==> src/rtl/vga_timing_gen.sv <==
// VGA raster timing generator: pixel strobe at clk/2, x/y counters, syncs, display window and line/frame pulses.
// Outputs are registered together, so syncs and in_display always line up with pos_x/pos_y; en=0 freezes every output.
module vga_timing_gen #(
    parameter int H_ACTIVE = 640,
    parameter int H_FP     = 16,
    parameter int H_SYNC   = 96,
    parameter int H_BP     = 48,
    parameter int V_ACTIVE = 480,
    parameter int V_FP     = 10,
    parameter int V_SYNC   = 2,
    parameter int V_BP     = 33
) (
    input  logic       clk,
    input  logic       rst,
    input  logic       en,
    output logic       pix_en,
    output logic       vga_hsync,
    output logic       vga_vsync,
    output logic       in_display,
    output logic [9:0] pos_x,
    output logic [9:0] pos_y,
    output logic       line_start,
    output logic       frame_start
);

    localparam int H_TOTAL = H_ACTIVE + H_FP + H_SYNC + H_BP;
    localparam int V_TOTAL = V_ACTIVE + V_FP + V_SYNC + V_BP;

    localparam logic [9:0] H_LAST       = 10'(H_TOTAL - 1);
    localparam logic [9:0] V_LAST       = 10'(V_TOTAL - 1);
    localparam logic [9:0] H_VIS        = 10'(H_ACTIVE);
    localparam logic [9:0] V_VIS        = 10'(V_ACTIVE);
    localparam logic [9:0] H_SYNC_BEG   = 10'(H_ACTIVE + H_FP);
    localparam logic [9:0] H_SYNC_END   = 10'(H_ACTIVE + H_FP + H_SYNC);
    localparam logic [9:0] V_SYNC_BEG   = 10'(V_ACTIVE + V_FP);
    localparam logic [9:0] V_SYNC_END   = 10'(V_ACTIVE + V_FP + V_SYNC);

    logic       x_wrap;
    logic       advance;
    logic [9:0] nx;
    logic [9:0] ny;

    // Next position; the decode below uses it so outputs match the counters they are registered with.
    always_comb begin
        x_wrap  = (pos_x == H_LAST);
        advance = en & pix_en;
        nx      = x_wrap ? 10'd0 : pos_x + 10'd1;
        ny      = pos_y;
        if (x_wrap) begin
            ny = (pos_y == V_LAST) ? 10'd0 : pos_y + 10'd1;
        end
    end

    always_ff @(posedge clk or negedge rst) begin
        if (!rst) begin
            pix_en      <= 1'b0;
            pos_x       <= H_LAST;
            pos_y       <= V_LAST;
            vga_hsync   <= 1'b1;
            vga_vsync   <= 1'b1;
            in_display  <= 1'b0;
            line_start  <= 1'b0;
            frame_start <= 1'b0;
        end else begin
            line_start  <= 1'b0;
            frame_start <= 1'b0;
            if (en) begin
                pix_en <= ~pix_en;
            end
            if (advance) begin
                pos_x       <= nx;
                pos_y       <= ny;
                vga_hsync   <= !((nx >= H_SYNC_BEG) && (nx < H_SYNC_END));
                vga_vsync   <= !((ny >= V_SYNC_BEG) && (ny < V_SYNC_END));
                in_display  <= (nx < H_VIS) && (ny < V_VIS);
                line_start  <= x_wrap;
                frame_start <= x_wrap && (pos_y == V_LAST);
            end
        end
    end

endmodule

==> config.mk <==
export PLATFORM = sky130hd
export DESIGN_NAME = vga_timing_gen
export DESIGN_NICKNAME = d
export VERILOG_FILES = /design/src/rtl/vga_timing_gen.sv
export SDC_FILE = /design/constraint.sdc
export NUM_CORES = 1
export LEC_CHECK = 0
export ABC_CLOCK_PERIOD_IN_PS = 3200
export CAP_MARGIN = 20
export CORE_MARGIN = 2
export CORE_UTILIZATION = 40
export CTS_CLUSTER_DIAMETER = 30
export CTS_CLUSTER_SIZE = 8
export DETAILED_ROUTE_END_ITERATION = 16
export PLACE_DENSITY = 0.74
export SLEW_MARGIN = 0
export SYNTH_ARGS = -nofsm -noshare
export SYNTH_HDL_FRONTEND = slang
export SYNTH_SLANG_ARGS = --single-unit
==> constraint.sdc <==
create_clock -name clk -period 3.2 [get_ports clk]
set_clock_uncertainty 0.2 [all_clocks]
set_input_delay 0.48 -clock clk [delete_from_list [all_inputs] [get_ports clk]]
set_output_delay 0.48 -clock clk [all_outputs]
set_load 0.05 [all_outputs]
==> results of run 1 <==
-- synthesized netlist by cell type, types with 3 or more instances --
master,number
sky130_fd_sc_hd__inv_1,5
sky130_fd_sc_hd__dfrtp_1,14
sky130_fd_sc_hd__and3_1,4
sky130_fd_sc_hd__o21ai_0,18
sky130_fd_sc_hd__xor2_1,4
sky130_fd_sc_hd__dfstp_2,12
sky130_fd_sc_hd__and4_1,3
sky130_fd_sc_hd__xnor2_1,4
sky130_fd_sc_hd__ha_1,4
sky130_fd_sc_hd__a21oi_1,5
sky130_fd_sc_hd__buf_6,4
sky130_fd_sc_hd__nand2_1,27
sky130_fd_sc_hd__nand3_1,9
sky130_fd_sc_hd__nor3_1,7
sky130_fd_sc_hd__nor2_1,19
sky130_fd_sc_hd__nand4_1,6
-- per-stage QoR --
step	power (uW)	cell area (um^2)
2_1_floorplan	692	1640
6_report	1010	1980
3_5_place_dp	809	1920
5_1_grt	1070	1980
4_1_cts	1020	1980
3_3_place_gp	804	1920
-- power breakdown --
group,leakage (uW),internal [uW],total [uW],switching [uW]
clock network,0.0000288,110,210,99.8
registers,0.000305,392,449,56.3
logic,0.000447,118,353,235
-- registers in the layout (all words and copies together) (netlist names) --
name,count
pos_x,10
pos_y,10
frame_start,1
in_display,1
line_start,1
pix_en,1
vga_hsync,1
vga_vsync,1
-- routing by layer --
layer | vias to the layer above | wire length [um] | track usage, % | share of wire (%)
met4 | 0 | 31 | 3.75 | 0.87
met3 | 4 | 156 | 2.47 | 4.4
met5 | - | 0 | 0 | 0
li1 | 720 | - | - | -
met2 | 37 | 1700 | 29.7 | 47
met1 | 677 | 1700 | 22.3 | 47
-- worst max-delay path by stage --
stage	from	to	slack [ps]	cells after the start
after floorplan	pos_y[0]$_DFFE_PN0P_	vga_vsync$_DFFE_PN1P_	520	9
after global placement	pos_x[0]$_DFFE_PN1P_	vga_vsync$_DFFE_PN1P_	670	8
after detailed placement	pos_x[0]$_DFFE_PN1P_	vga_vsync$_DFFE_PN1P_	640	8
after CTS	pos_x[0]$_DFFE_PN1P_	vga_vsync$_DFFE_PN1P_	620	8
after global routing	pos_y[1]$_DFFE_PN0P_	vga_vsync$_DFFE_PN1P_	450	6
final	pos_x[0]$_DFFE_PN1P_	vga_vsync$_DFFE_PN1P_	620	8
-- logic make-up (layout without fill, tap and decap cells) --
group	count (synthesis)	in the layout	synth area share [%]
and+or+nand+nor	86	86	26.6
xor gates and xnor gates	8	8	4.27
buffers and inverters	14	41	6.33
AOI/OAI and AO/OA	43	43	17.8
adders and majority gates	4	4	3.05
muxes	2	2	1.30
DFF	26	26	40.6
-- critical path: stages (launching register included) --
cell	delay, ps
sky130_fd_sc_hd__dfstp_2	580
sky130_fd_sc_hd__ha_1	210
sky130_fd_sc_hd__and4_2	280
sky130_fd_sc_hd__nand3_1	80
sky130_fd_sc_hd__buf_4	180
sky130_fd_sc_hd__o41a_1	370
sky130_fd_sc_hd__o32ai_1	120
sky130_fd_sc_hd__nand4_1	120
sky130_fd_sc_hd__o32a_1	360
-- cell type report --
cell class | count | share of cell area [%]
Multi-Input combinational cell | 143 | 44.0
Timing Repair Buffer | 31 | 15.3
Inverter | 6 | 1.14
Sequential cell | 26 | 33.6
Clock buffer | 4 | 2.78
Tap cell | 50 | 3.16
==> impl_summary.txt, run 1 <==
----------------------------------------------------
[Yosys]
  Yosys top cell area share ... 21.4%
  Synth Instances ... approximately 180
  Post-synthesis instance area ... roughly 1600 um^2
  Post-synth EDFFs ... 0
  Top flip-flop cell by instance count after synthesis ... sky130_fd_sc_hd__dfrtp_1
  Sequential cell area fraction in the yosys report ... about two fifths
  Yosys top cell by area ... sky130_fd_sc_hd__dfrtp_1
  Async S/R FF share, synth ... 100%
  Number of different library cells in the post-synthesis netlist ... 48
  Synthesis Warnings ... 0
  Synthesized flop and latch total ... 26
  Total nets after synthesis ... 190
  Top post-synthesis cells by area ... sky130_fd_sc_hd__dfrtp_1 21%, sky130_fd_sc_hd__dfstp_2 19%, sky130_fd_sc_hd__nand2_1 6.2%, sky130_fd_sc_hd__o21ai_0 5.5%, sky130_fd_sc_hd__nor2_1 4.3%
  Syn_area_per_cell ... approximately 9.0 um^2

[Placed design]
  HPWL Detailed ... around 2600 um
  Worst slack at placement ... about 640 ps
  RePlAce Congestion ... about 0.87
  I/O Buffers ... 28
  Count of placed standard cells including taps ... ~260

[STA]
  Worst hold margin ... between 200 and 300 ps
  TNS Setup ... 0 ps
  Final-report max-slew violation count ... 0
  RSZ-0062 raised after global routing ... false
  Final critical-path share of the clock period ... around 81%
  Highest Clock Rate ... between 300 and 400 MHz
  Final period demand of the worst path ... around 2600 ps
  Final setup fails ... 0
  Slew at the pin closest to its max-slew limit ... between 500 and 600 ps
  Worst slew margin ... about two thirds
  Post-layout worst setup margin ... slightly above 600 ps
  Final hold vios ... 0

[Critical path]
  Path type of the worst setup path ... reg2reg
  Startpoint class of the critical path ... flop
  Critical register-to-register path startpoint ... pos_x[0]$_DFFE_PN1P_
  Reg2Reg Setup Slack ... around 620 ps
  Destination of the worst register-to-register timing path ... vga_vsync$_DFFE_PN1P_
  Type of element capturing the critical path ... flop
  R2R depth ... 8
  Arrival time reported for the critical path endpoint ... 2570 ps
  Biggest fanout along the worst timing path ... 11
  Data required, critical path ... around 3200 ps

[Clock network]
  # H-tree levels ... 1
  Num CTS Buffers ... 3
  Number of buffers added to fix hold violations after cts ... 0
  TritonCTS Sinks ... 26
  Clock Tree Root ... sky130_fd_sc_hd__clkbuf_8
  Clock Path Buffers ... 2
  CTS tree ... done
  Clock latency of the later-clocked register in the worst-skew pair ... 270 ps
  Clock-pin slew reported for the worst setup and hold paths after clock tree synthesis ... roughly 90 ps
  CTS-repair resized insts ... 0
  Total setup buffers inserted after CTS ... 0

[Routing]
  Remaining antenna violation count ... 0
  First drt pass iteration count ... 4
  Number of DRC markers in iteration 0 ... between 100 and 150
  Total detailed-routing wirelength ... approximately 3600 um
  Wire length per cell after detailed routing ... about 14 um
  Number of vias per cell after detailed routing ... ~5.5
  DRC viols ... 0
  Routed via count ... roughly 1400

[Die]
  DIE WIDTH ... approximately 68 um
  Chip height ... about 68 um
  Row count ... 23
  Top-level I/O count ... 29
  Core footprint ... between 3000 and 4000 um^2
  Area of the die ... 4630 um^2
  Starting density of the core ... between 40% and 50%

[Power]
  Worst vdd rail ir drop ... about 260 uV
  Leak Pwr ... just under 0.0008 uW
  Power per unit of standard cell area ... 511 nW/um^2

[Outcome]
  Result of the run ... finished, final reports clean

[Final layout]
  Final core occ ... 49.8%
  Fraction of final layout cells with drive strength greater than 1 ... around 16%
  Leading cell types in the layout, fill and taps excluded ... 28 x sky130_fd_sc_hd__clkdlybuf4s50_1, 27 x sky130_fd_sc_hd__nand2_1, 19 x sky130_fd_sc_hd__nor2_1, 18 x sky130_fd_sc_hd__o21ai_0, 14 x sky130_fd_sc_hd__dfrtp_1
  Final std cells w/o fill ... 260
  Most common cell after layout, fill and taps aside ... sky130_fd_sc_hd__clkdlybuf4s50_1
  Number of nets in the layout ... around 220
  ANT cells ... 0
  Area of all sequential standard cells ... about 670 um^2
  Multi-input logic area ... slightly below 900 um^2
  Layout Area Growth over Synthesis ... 20.7%
  Number of filler cells placed in the layout ... a little under 400

[Hold path]
  Endpoint, Worst Hold ... pos_x[1]$_DFFE_PN1P_
  Hold Path Origin ... pos_x[1]$_DFFE_PN1P_
  Path category of the worst min-delay check ... reg2reg
  Count of cells along the worst hold path ... 2

[Global routing]
  Total global-route track usage ... approximately 17%
  Overflow after GRT ... 0
  Antenna violations before repair ... 0
  Vias in the first global route ... 1344
  Maximum number of pins on one net before global-route repair ... 27
  Global-route wire length before repair ... around 6000 um

[Job]
  Number of max-capacitance violations reported ... 0

----------------------------------------------------
Power figures use the tool's default switching activity.
==> inputs of run 2 (changes only) <==
--- a/config.mk
+++ b/config.mk
@@ -5,14 +5,14 @@
 export SDC_FILE = /design/constraint.sdc
 export NUM_CORES = 1
 export LEC_CHECK = 0
-export ABC_CLOCK_PERIOD_IN_PS = 3200
+export ABC_CLOCK_PERIOD_IN_PS = 2200
 export CAP_MARGIN = 20
 export CORE_MARGIN = 2
 export CORE_UTILIZATION = 40
 export CTS_CLUSTER_DIAMETER = 30
 export CTS_CLUSTER_SIZE = 8
 export DETAILED_ROUTE_END_ITERATION = 16
-export PLACE_DENSITY = 0.74
+export PLACE_DENSITY = 0.77
 export SLEW_MARGIN = 0
 export SYNTH_ARGS = -nofsm -noshare
 export SYNTH_HDL_FRONTEND = slang
==> constraint.sdc (replaced) <==
create_clock -name clk -period 2.2 [get_ports clk]
set_clock_uncertainty 0.2 [all_clocks]
set_input_delay 0.33 -clock clk [delete_from_list [all_inputs] [get_ports clk]]
set_output_delay 0.33 -clock clk [all_outputs]
set_load 0.05 [all_outputs]
==> run 2 against run 1 <==
Against the previous run:
- the run now ends with negative setup slack left
- non-clock buffer count grew 34
- register-to-register slack lost 690 ps
- first-iteration DRC count shrank 25%
- sequential share of layout area shrank 4.6 points
- setup slack lost 690 ps
==> impl_summary.txt, run 2 (synthesis gave the netlist of run 1 again) <==
----------------------------------------------------
[Critical path]
  Data required, critical path ... ~2200 ps
  Top Family by Delay on Critical Path ... flip-flops
  Arrival time reported for the critical path endpoint ... 2250 ps
  Type of element capturing the critical path ... flop
  R2R depth ... 8
  Reg2Reg Setup Slack ... -60 ps
  Depth of the critical timing path with buffers and inverters included ... 8
  Worst Setup EP ... in_display$_DFFE_PN0P_
  Series of cell instances along the critical path ... ha_4, and4_4, nand3_2, buf_6, nor2_2, o311ai_2, and3_1, o41ai_2
  Sum of buffers and inverters on the critical path ... 1
  Cell with the largest stage delay on the worst path ... sky130_fd_sc_hd__dfstp_4
  Path type of the worst setup path ... reg2reg
  Startpoint class of the critical path ... flop
  Destination of the worst register-to-register timing path ... in_display$_DFFE_PN0P_
  Startpoint of the most critical setup path ... pos_x[1]$_DFFE_PN1P_
  Biggest fanout along the worst timing path ... 10
  Stage delay of the slowest cell on the critical path ... between 600 and 700 ps
  Critical register-to-register path startpoint ... pos_x[1]$_DFFE_PN1P_

[Power]
  Power per unit of standard cell area ... between 600 and 700 nW/um^2
  Worst vdd rail ir drop ... 371 uV
  Overall power of the completed layout ... between 1500 and 2000 uW
  Leak Pwr ... approximately 0.001 uW

[Final layout]
  Leading cell types in the layout, fill and taps excluded ... 48 x sky130_fd_sc_hd__buf_4, 25 x sky130_fd_sc_hd__nand2_1, 16 x sky130_fd_sc_hd__nor2_1, 15 x sky130_fd_sc_hd__o21ai_0, 11 x sky130_fd_sc_hd__clkdlybuf4s50_1
  Most common cell after layout, fill and taps aside ... sky130_fd_sc_hd__buf_4
  Fraction of final layout cells with drive strength greater than 1 ... a little under half
  Layout Area Growth over Synthesis ... 42.3%
  Final core occ ... slightly below 60%
  ANT cells ... 0
  Registers with the most flip-flops ... pos_x x10, pos_y x10
  Number of nets in the layout ... roughly 250

[Global routing]
  Global route hottest layer ... met2
  GR Util met1 ... roughly 24%
  Global-route wire length before repair ... roughly 7000 um
  Met2 track demand over resource in global routing ... between 30% and 40%
  Met3 track demand over resource in global routing ... 4.77%
  Maximum number of pins on one net before global-route repair ... 27
  Total global-route track usage ... between 15 and 20%
  Overflow after GRT ... 0
  Vias in the first global route ... between 1500 and 2000
  Antenna violations before repair ... 0

[STA]
  RSZ-0062 raised after global routing ... true
  Post-layout worst setup margin ... -64.2 ps
  Final hold vios ... 0
  Final-report max-slew violation count ... 0
  Worst slew margin ... ~66%
  Slew at the pin closest to its max-slew limit ... between 500 and 600 ps
  Final critical-path share of the clock period ... 103%
  Final setup fails ... 2
  Highest Clock Rate ... between 400 and 500 MHz
  Final period demand of the worst path ... 2260 ps

[Outcome]
  Failing checks ... negative setup slack
  Result of the run ... complete, but fails checks

[Die]
  Starting density of the core ... around 41%
  DIE WIDTH ... 68.0 um
  Core footprint ... 3970 um^2
  Top-level I/O count ... 29
  Chip height ... 68.0 um
  Area of the die ... 4630 um^2
  Row count ... 23

[Clock network]
  Clock Tree Root ... sky130_fd_sc_hd__clkbuf_8
  Clock latency of the later-clocked register in the worst-skew pair ... ~270 ps
  TritonCTS Sinks ... 26
  # H-tree levels ... 1
  Clock-pin slew reported for the worst setup and hold paths after clock tree synthesis ... 100 ps
  CTS tree ... done
  Number of buffers added to fix hold violations after cts ... 0
  Clock Path Buffers ... 2
  Num CTS Buffers ... 3

[Routing]
  Number of DRC markers in iteration 0 ... around 110
  Wire length per cell after detailed routing ... about 14 um
  Total detailed-routing wirelength ... approximately 4200 um
  Remaining antenna violation count ... 0
  First drt pass iteration count ... 4
  Number of vias per cell after detailed routing ... around 5.4
  Routed via count ... 1573
  DRC viols ... 0

[Job]
  Number of max-capacitance violations reported ... 0

[Placed design]
  I/O Buffers ... 28
  HPWL Detailed ... around 3100 um
  RePlAce Congestion ... 0.863

[Hold path]
  Path category of the worst min-delay check ... in2async

----------------------------------------------------
-- run 2: worst min-delay path by stage --
stage                                      start                      to  slack, ps  cells past startpoint
final                                        rst    pos_x[6]$_DFFE_PN0P_        210                      2
after global routing                         rst    line_start$_DFF_PN0_        260                      2
after CTS                                    rst      pix_en$_DFFE_PN0P_        230                      2
after detailed placement  in_display$_DFFE_PN0P_  in_display$_DFFE_PN0P_        280                      2
after global placement    in_display$_DFFE_PN0P_  in_display$_DFFE_PN0P_        280                      2
after floorplan                              rst   frame_start$_DFF_PN0_       -170                      0
-- run 2: area by class of cell --
type | count | area, um^2
clock buffer | 4 | 45.0
fill | 372 | 1640
inverter | 6 | 22.5
multi-input combinational | 143 | 986
sequential | 26 | 678
tap | 50 | 62.6
timing repair buffer | 65 | 539
-- run 2: timing repair --
item                       4_1_cts  5_1_grt
setup endpoints to repair        3       11
pin swaps                        7        5
buffers inserted                 0        2
resized for setup               10       19
hold endpoints to repair         0        0
-- run 2: layer usage --
layer | part of all wire, % | wire (um) | up-vias
li1 | - | - | 787
met1 | 44 | 1840 | 750
met2 | 51 | 2160 | 28
met3 | 3.6 | 152 | 8
met4 | 1.7 | 72 | 0
met5 | 0 | 0 | -
-- run 2: worst reg2reg max path, cell delays in order, from the launching register on --
cell	delay, ps
sky130_fd_sc_hd__dfstp_4	640
sky130_fd_sc_hd__ha_4	140
sky130_fd_sc_hd__and4_4	220
sky130_fd_sc_hd__nand3_2	80
sky130_fd_sc_hd__buf_6	150
sky130_fd_sc_hd__nor2_2	130
sky130_fd_sc_hd__o311ai_2	120
sky130_fd_sc_hd__and3_1	170
sky130_fd_sc_hd__o41ai_2	320
-- run 2: where the power goes --
part           leakage [uW]  internal, uW  switching (uW)  total, uW
clock network     0.0000228           130             161        291
logic              0.000691           220             375        595
registers          0.000300           582            72.4        654
total               0.00101           932             608       1540
-- run 2: stage by stage --
step                cells  worst slack [ps]  TNS, ps  cell area (um^2)  hold WS, ps
floorplan             183              -183     -336              1680         -166
global route          294              -135     -346              2330          264
detailed placement    288             -76.9     -148              2170          279
global placement      288             -44.1    -83.2              2170          275
CTS                   292             -47.0    -84.8              2260          229
finish                294             -64.2     -125              2330          215
